<file path="config.mk">
export PLATFORM = sky130hd
export DESIGN_NAME = muldiv
export DESIGN_NICKNAME = d
export VERILOG_FILES = /design/src/rtl/muldiv_pkg.sv /design/src/rtl/muldiv.sv
export SDC_FILE = /design/constraint.sdc
export NUM_CORES = 1
export LEC_CHECK = 0
export BUFFER_PORTS_ARGS = -buffer_cell sky130_fd_sc_hd__buf_2
export CAP_MARGIN = 10
export CORE_MARGIN = 2
export CORE_UTILIZATION = 55
export DETAILED_ROUTE_END_ITERATION = 6
export GPL_TIMING_DRIVEN = 0
export PLACE_DENSITY = 0.75
export SYNTH_ARGS = -nofsm -noshare
export SYNTH_HDL_FRONTEND = slang
export SYNTH_SLANG_ARGS = --single-unit
</file>
<file path="constraint.sdc">
create_clock -name i_clk -period 6 [get_ports i_clk]
set_input_delay 0.3 -clock i_clk [delete_from_list [all_inputs] [get_ports i_clk]]
set_output_delay 0.3 -clock i_clk [all_outputs]
set_load 0.02 [all_outputs]
</file>
<file path="src/rtl/muldiv_pkg.sv">
// muldiv_pkg: shared definitions for the multi-cycle multiply/divide unit.
//   - ALU operation codes shared with the single-cycle ALU; muldiv serves
//     the multiply, divide and modulo codes and rejects all others.
//   - Sequencer state encoding and iteration count.
//   - Internal operation kind plus decode helpers.
`timescale 1ns/1ps
package muldiv_pkg;

  // ALU operation codes, shared with the rest of the execute stage.
  localparam logic [3:0] ALU_ADD = 4'd0;
  localparam logic [3:0] ALU_SUB = 4'd1;
  localparam logic [3:0] ALU_AND = 4'd2;
  localparam logic [3:0] ALU_OR  = 4'd3;
  localparam logic [3:0] ALU_XOR = 4'd4;
  localparam logic [3:0] ALU_SLL = 4'd5;
  localparam logic [3:0] ALU_SRL = 4'd6;
  localparam logic [3:0] ALU_SRA = 4'd7;
  localparam logic [3:0] ALU_SLT = 4'd8;
  localparam logic [3:0] ALU_MUL = 4'd9;
  localparam logic [3:0] ALU_DIV = 4'd10;
  localparam logic [3:0] ALU_MOD = 4'd11;

  // One result bit is produced per cycle.
  localparam int unsigned MD_ITERS = 32;
  localparam int unsigned MD_CNT_W = $clog2(MD_ITERS);

  // The counter counts down to 0, so it is loaded with one less than the
  // number of steps.
  localparam logic [MD_CNT_W-1:0] MD_CNT_LOAD = MD_CNT_W'(MD_ITERS - 1);

  typedef enum logic [1:0] {
    MD_IDLE = 2'd0,
    MD_RUN  = 2'd1,
    MD_DONE = 2'd2
  } md_state_e;

  typedef enum logic [1:0] {
    MD_OP_MUL = 2'd0,
    MD_OP_DIV = 2'd1,
    MD_OP_MOD = 2'd2
  } md_op_e;

  // True for the operation codes this unit accepts.
  function automatic logic is_md_op(input logic [3:0] ctl);
    return (ctl == ALU_MUL) || (ctl == ALU_DIV) || (ctl == ALU_MOD);
  endfunction

  // Maps an accepted ALU code to the internal operation kind.
  function automatic md_op_e to_md_op(input logic [3:0] ctl);
    md_op_e op;
    case (ctl)
      ALU_DIV: op = MD_OP_DIV;
      ALU_MOD: op = MD_OP_MOD;
      default: op = MD_OP_MUL;
    endcase
    return op;
  endfunction

endpackage

</file>
<file path="src/rtl/muldiv.sv">
// muldiv: multi-cycle unsigned 32-bit multiply / divide / modulo unit.
//
// Ports:
//   i_clk    clock, rising edge active
//   i_rst    asynchronous active-high reset
//   i_start  request strobe, looked at only in IDLE or DONE
//   i_op1    multiplicand / dividend, captured on accept
//   i_op2    multiplier / divisor, captured on accept
//   i_ctl    ALU operation code (ALU_MUL, ALU_DIV, ALU_MOD accepted)
//   o_busy   high while iterating
//   o_done   one-cycle pulse when o_res is written
//   o_res    result, held until the next result write
//
// An accepted request takes 32 steps, one bit per cycle, and the result is
// written on the 32nd edge after the accepting one. A single 64-bit shift
// register holds {product hi, multiplier} for MUL and {remainder, quotient}
// for DIV/MOD; the second operand (multiplicand or divisor) is kept
// separately in opb_q.
`timescale 1ns/1ps
module muldiv
  import muldiv_pkg::*;
(
  input  logic        i_clk,
  input  logic        i_rst,
  input  logic        i_start,
  input  logic [31:0] i_op1,
  input  logic [31:0] i_op2,
  input  logic [3:0]  i_ctl,
  output logic        o_busy,
  output logic        o_done,
  output logic [31:0] o_res
);

  md_state_e             state_q, state_d;
  md_op_e                op_q,    op_d;
  logic [MD_CNT_W-1:0]   cnt_q,   cnt_d;
  logic [63:0]           acc_q,   acc_d;
  logic [31:0]           opb_q,   opb_d;
  logic                  busy_q,  busy_d;
  logic                  done_q,  done_d;
  logic [31:0]           res_q,   res_d;

  // ---------------------------------------------------------------------
  // One iteration step of each algorithm, computed from the current
  // shift register contents.
  // ---------------------------------------------------------------------
  logic [32:0] mul_sum;
  logic [63:0] mul_next;
  logic [32:0] div_rem_sh;
  logic        div_fits;
  logic [31:0] div_rem_sub;
  logic [63:0] div_next;
  logic [63:0] step_next;

  always_comb begin
    // Shift-add: add the multiplicand to the high half when the current
    // multiplier bit is set, then shift the 65-bit {carry, hi, lo} right.
    mul_sum  = {1'b0, acc_q[63:32]} + (acc_q[0] ? {1'b0, opb_q} : 33'd0);
    mul_next = {mul_sum, acc_q[31:1]};

    // Restoring division: shift the next dividend bit into the remainder,
    // trial-subtract the divisor on 33 bits, keep the difference if it did
    // not go negative. Because the remainder is always below the divisor
    // before the shift, a kept difference always fits in 32 bits, so the
    // low 32 bits of the subtraction are the new remainder. A zero divisor
    // always "fits", giving an all-ones quotient and remainder = dividend.
    div_rem_sh  = {acc_q[63:32], acc_q[31]};
    div_fits    = (div_rem_sh >= {1'b0, opb_q});
    div_rem_sub = div_rem_sh[31:0] - opb_q;
    div_next    = {(div_fits ? div_rem_sub : div_rem_sh[31:0]),
                   acc_q[30:0], div_fits};

    step_next = (op_q == MD_OP_MUL) ? mul_next : div_next;
  end

  // ---------------------------------------------------------------------
  // Sequencer: next-state and register updates.
  // ---------------------------------------------------------------------
  logic accept;

  always_comb begin
    // NOTE: every signal driven here gets a default first, so no path can
    // leave one unassigned and infer a latch.
    state_d = state_q;
    op_d    = op_q;
    cnt_d   = cnt_q;
    acc_d   = acc_q;
    opb_d   = opb_q;
    busy_d  = busy_q;
    done_d  = 1'b0;
    res_d   = res_q;

    // Unsupported operation codes are dropped without touching any state.
    accept = i_start && (state_q != MD_RUN) && is_md_op(i_ctl);

    case (state_q)
      MD_IDLE, MD_DONE: begin
        if (accept) begin
          state_d = MD_RUN;
          op_d    = to_md_op(i_ctl);
          cnt_d   = MD_CNT_LOAD;
          busy_d  = 1'b1;
          if (i_ctl == ALU_MUL) begin
            acc_d = {32'd0, i_op2};  // multiplier in the low half
            opb_d = i_op1;           // multiplicand
          end else begin
            acc_d = {32'd0, i_op1};  // dividend shifts out of the low half
            opb_d = i_op2;           // divisor
          end
        end else if (state_q == MD_DONE) begin
          state_d = MD_IDLE;
        end
      end

      MD_RUN: begin
        acc_d = step_next;
        if (cnt_q == '0) begin
          // Last step: the result comes straight from this step's update.
          state_d = MD_DONE;
          busy_d  = 1'b0;
          done_d  = 1'b1;
          res_d   = (op_q == MD_OP_MOD) ? step_next[63:32] : step_next[31:0];
        end else begin
          cnt_d = cnt_q - 1'b1;
        end
      end

      default: begin
        state_d = MD_IDLE;
        busy_d  = 1'b0;
      end
    endcase
  end

  // NOTE: state registers use non-blocking assignments so every flop samples
  // the values from before the edge, independent of statement order.
  always_ff @(posedge i_clk or posedge i_rst) begin
    if (i_rst) begin
      state_q <= MD_IDLE;
      op_q    <= MD_OP_MUL;
      cnt_q   <= '0;
      acc_q   <= '0;
      opb_q   <= '0;
      busy_q  <= 1'b0;
      done_q  <= 1'b0;
      res_q   <= '0;
    end else begin
      state_q <= state_d;
      op_q    <= op_d;
      cnt_q   <= cnt_d;
      acc_q   <= acc_d;
      opb_q   <= opb_d;
      busy_q  <= busy_d;
      done_q  <= done_d;
      res_q   <= res_d;
    end
  end

  assign o_busy = busy_q;
  assign o_done = done_q;
  assign o_res  = res_q;

endmodule

</file>
### Yosys cells after proc, flatten, opt, wreduce, memory -nomap -nowiden

Cells that the tools add are included.

* memories kept: 0
* latch bits: 0
* memory bits (writable): 0
* register bits: 139
* memory bits (read-only): 0
* output and inout port bits: 34

* $add $sub $neg: 3
* order comparisons: 1
* bitwise logic cells: 0
* reduce and logical (&&, ||, !) cells: 15
* $mul: 0
* multiplexer cells: 21
* shift-type cells: 0
* div/mod/pow operators: 0
* equality and inequality tests: 11

Operators with widths (number)
* $mux 32: 5
* $mux 64: 2
* $pmux 64 s2: 1
* $add 32x32->33: 1
* $ge 33x32->1: 1
* $sub 32x32->32: 1
* $eq 4x4->1 const B: 3
* $mux 5: 2
* $pmux 5 s2: 1
* $reduce_and 2->1: 5
* $pmux 2 s2: 2
* $mux 2: 3
* $ne 2x2->1 const B: 3
* $logic_not 5->1: 1
* $sub 5x1->5 const B: 1
* $eq 2x2->1 const B: 2
* $logic_not 2->1: 2
* $mux 1: 4
* $ne 3x3->1 const B: 1
* $reduce_and 3->1: 1
* $eq 2x1->1 const B: 1
* $logic_and 1x1->1: 2
* $logic_or 1x1->1: 2
* $ne 2x1->1 const B: 1
* other kinds (3): 3

### Longest topological paths before layout

* depth in word-level cells: 6
* depth in mapped cells: 14
* mapped depth without buffers: 13

### Worst setup path before layout

Ideal clock, no wire load.

* path kind: register -> register
* start point: register acc_q[31]
* end point: register acc_q[56]
* library setup time: 126 ps
* slack: 2988 ps
* arrival time: 2886 ps
* buffers on the path: 0
* stages on the path, launching flop included: 14
* clock period less this slack: 3012 ps
* cells stage by stage: dfrtp_1 -> inv_1 -> ha_1 -> inv_1 -> fa_1 -> a211oi_1 -> o21a_1 -> nor3_1 -> o211ai_1 -> or3b_1 -> a221oi_2 -> xor2_1 -> o21ai_1 -> a221o_1

* longest elaborated chain between the ends: 4
* elaborated cells between the ends (all ways): 5
* classes of those cells: 1 x add/sub; 1 x order compare; 3 x mux

Ends and longest elaborated chain
* start: declaration: line muldiv.sv:37 `logic [63:0] acc_q, acc_d;`
* start signal: assignment: line muldiv.sv:142 `acc_q <= '0;`
* start signal: assignment: line muldiv.sv:151 `acc_q <= acc_d;`
* $sub 32x32->32 / $ge 33x32->1 (equally long branches): line muldiv.sv:69, muldiv.sv:68
* $mux 32 *: line muldiv.sv:70 `div_next = {(div_fits ? div_rem_sub : div_rem_sh[31:0]),`
* $mux 64 *: line muldiv.sv:73 `step_next = (op_q == MD_OP_MUL) ? mul_next : div_next;`
* $pmux 64 s2 *: line muldiv.sv:96 `case (state_q)`

Mark *: on every way between the ends. The rest lies on a longest branch, timed or not.
A chain may end at the register's enable or synchronous reset.

### Final worst setup path

* start point: register opb_q[23]
* end point: register res_q[22] (netlist: o_res[22])

* longest elaborated chain between the ends: 4
* elaborated cells between the ends (all ways): 6
* classes of those cells: 1 x add/sub; 1 x order compare; 4 x mux

Ends and longest elaborated chain
* start: declaration: line muldiv.sv:38 `logic [31:0] opb_q, opb_d;`
* start signal: assignment: line muldiv.sv:152 `opb_q <= opb_d;`
* $mux 32 / $ge 33x32->1 (equally long branches): line muldiv.sv:58, muldiv.sv:68
* $add 32x32->33 / $mux 32 (equally long branches): line muldiv.sv:58, muldiv.sv:70
* $mux 64 *: line muldiv.sv:73
* $mux 32 *: line muldiv.sv:122 `res_d = (op_q == MD_OP_MOD) ? step_next[63:32] : step_next[31:0];`
* end signal: assignment: line muldiv.sv:155 `res_q <= res_d;`
* end: declaration: line muldiv.sv:41 `logic [31:0] res_q, res_d;`

Marked as above.

==> impl_metrics.tcl <==
set metrics [dict create \
    status "completed" \
    grt_pass1_vias 11305 \
    post-synth-top-count-cell "nand2_1" \
    nNetsFinal 1656 \
    avgRoutedWirePerCell_um 24.44 \
    via_per_inst 6.650 \
    cp_num_buf_inv 4 \
    vias 11970 \
    yosysWarnings 0 \
    drt_iter0_markers 1632 \
    pwr-share-clk_pct 12.4 \
    min_path_type "in -> reg" \
    hold_path.startpoint "i_ctl[0]" \
    top_layer_used "met4" \
    ant_nets 0 \
    fin_worst_skew_ns 0.01020 \
    synthMuxAreaShare_pct 6.437 \
    cp_num_cells 14 \
    reg2reg_depth 14 \
    hpwl_um 33830 \
    synth_edf_count 0 \
    cts_max_level 4 \
    end_kind "flop" \
    synth_top_family_by_area "compound AO/OA/AOI/OAI gates" \
    fin_cells 1800 \
    synth_fa_ha_area_share_pct 7.627 \
    synthArstFlopShare_pct 100.0 \
    yosys-top-cells-count "nand2_1, dfrtp_1, o21ai_0, a21oi_1, mux2i_1" \
    syn-instance-count 1392 \
    cts_buffer_depth 2 \
    cpPeakStageDelay_ns 0.79 \
    met2WireLength_um 18730 \
    cap_violations 0 \
    report.final.slew_viol_count 0 \
    initial_core_util_pct 56.10 \
    tightestPinTransition_ns 0.9759 \
    fmaxAchievable_mhz 234.6 \
    overflow 0 \
    io_buffers 104 \
    avgSynthCellArea_sq_um 8.155 \
    areaGrowthSynthToFinish_pct 13.36 \
    worstPathRequired_ns 6.29 \
    root_buffer "clkbuf_16" \
    syn_area_sq_um 11350 \
    die_w_um 147.7 \
    cts_buffers 17 \
    fin_crit_sh_pct 71.05 \
    dieArea_sq_um 21810 \
    dr.pass1.iters 6 \
    synth_compound_area_share_pct 27.66 \
    final_layout_size_suffix_gt1_share_pct 12.03 \
    r2r_start "opb_q[23]" \
    grt_setup_unrepaired "no" \
    worstPathArrival_ns 4.55 \
    drc 0 \
    insertion_delay_ns 0.44 \
    cpMostUsedCell "buf_2" \
    crit_type "reg -> reg" \
    antenna-diode-count 0 \
    intPower_mw 4.126 \
    synth_top_area_share_pct 30.64 \
    setup_tns_ns 0 \
    antenna_found_initial 0 \
    pwr-share-comb_pct 65.8 \
    cts_sinks 139 \
    synth_top_area_cell "dfrtp_1" \
    finalSetupViolCount 0 \
    p_sw_share_pct 54.14 \
    core.rowCount 52 \
    wl_met1_um 17770 \
    wirelength_um 43990 \
    path_max_fanout 10 \
    ys_ff_latch 139 \
    leakage_nw 5.922 \
    ios 105 \
    seq_area_frac_synth_pct 30.64 \
    crit_path_start_kind "flop" \
    r2r_end "o_res[22]" \
    power_mw 8.997 \
    crit_family "compound AO/OA/AOI/OAI gates" \
    dp_cells 1767 \
    power_frac_seq_pct 21.8 \
    ff2ff_setup_slack_ns 1.74 \
    grt_util_all_layers_pct 40.12 \
    synth-xor-area-share_pct 4.321 \
    vdd_drop_max_uv 289.1 \
    finalHoldViolCount 0 \
    wl_met3_um 5562 \
    fillerInstances 1800 \
    p_sw_mw 4.871 \
    synth_area_leaders "dfrtp_1, ha_1, mux2i_1, o21ai_0, nand2_1" \
    die_h_um 147.7 \
    synth.distinct_cells 78 \
    cp_slowest_cell "a211oi_2" \
    cp_cell_sequence "inv_1 -> ha_1 -> buf_2 -> and3_1 -> buf_2 -> nand2_1 -> nor3_1 -> a31oi_1 -> o21ai_1 -> a211oi_2 -> clkbuf_1 -> a21oi_1 -> a211oi_1 -> o21ai_0" \
    finish.utilization_pct 63.60 \
    hold_end "op_q[0]" \
    whs_ns 0.1142 \
    syn_nets 1531 \
    power_density_nw_per_um2 699.1 \
    grt_max_degree 72 \
    maxSlewHeadroom_pct 34.94 \
    final.min_clock_period_ns 4.263 \
    grt_pass1_wl_um 66080 \
    clk_pin_slew_worst_paths_ns 0.07 \
    core_area_sq_um 20230 \
    cts_resized 0 \
    whs_path_depth 2 \
    gp_congestion 1.032 \
    synth-simple-area-share_pct 18.11 \
    cts_tree "built" \
    ys.flop_type "dfrtp_1" \
]
==> per-stage QoR <==
stage	worst slack, ns	cell area, sq um
finish	1.737	12870
CTS	1.972	12870
global route	1.623	12870
detailed placement	1.983	12240
floorplan	1.975	11350
global placement	0.2811	12210
==> cell families (layout without fill, tap and decap cells) <==
| family | after synthesis | after routing |
|---|---|---|
| AO/OA/AOI/OAI | 483 | 483 |
| flip-flops | 139 | 139 |
| multiplexers | 73 | 73 |
| XOR/XNOR | 56 | 56 |
| AND/OR/NAND/NOR | 427 | 427 |
| buffers and inverters | 146 | 284 |
| adder cells (fa/ha/maj) | 68 | 68 |
==> state kept, by name (all words and copies together), names as in the netlist <==
register,flops
acc_q,64
o_res,32
opb_q,32
cnt_q,5
op_q,2
state_q,2
o_busy,1
o_done,1
==> cell usage in the layout, fill, tap and decap left out, types with 56 or more instances in the layout <==
master | synthesis | routed
a21oi_1 | 104 | 104
buf_2 | 13 | 117
clkbuf_1 | 62 | 62
dfrtp_1 | 139 | 139
ha_1 | 66 | 66
inv_1 | 59 | 58
mux2i_1 | 73 | 73
nand2_1 | 171 | 171
nand3_1 | 58 | 58
nor2_1 | 56 | 56
o21ai_0 | 132 | 132
==> layout make-up <==
type / instances / area [sq um] / area share [%]
plain buffers: 87 / 369.1 / 2.868
clock buffers: 17 / 425.4 / 3.306
multi-input cells: 1107 / 7283 / 56.60
well taps: 270 / 337.8 / 2.625
clock inverters: 15 / 190.2 / 1.478
flip-flops and latches: 139 / 3478 / 27.03
inverters: 59 / 226.5 / 1.760
repair buffers: 106 / 558.0 / 4.336
==> power by group through the flow <==
stage	logic [mW]	clock network, mW	registers [mW]
6_report	5.92	1.11	1.96
5_1_grt	6.38	1.15	1.97
4_1_cts	5.74	1.10	1.91
3_5_place_dp	5.69	0	1.92
3_3_place_gp	5.64	0	1.92
2_1_floorplan	4.04	0	1.80
==> per-layer routing <==
metal  vias to the layer above  global-route usage, %
met3                       161                  11.23
met5                         -                      0
met4                         0                  16.30
met1                      5669                  55.85
li1                       5344                      -
met2                       796                  59.05
==> worst max path at each step <==
stage / start / end / slack (ns)
2_1_floorplan: i_rst / acc_q[0] / 1.98
3_3_place_gp: i_rst / acc_q[61] / 0.28
3_5_place_dp: acc_q[0] / acc_q[63] / 1.98
4_1_cts: acc_q[0] / acc_q[63] / 1.97
5_1_grt: acc_q[0] / acc_q[61] / 1.62
6_report: opb_q[23] / o_res[22] / 1.74
==> what timing repair did <==
action                    in CTS  in global routing
buffers inserted               0                  0
hold endpoints to repair      18                  0
hold buffers                   1                  0
(Power assumes the default switching activity.)
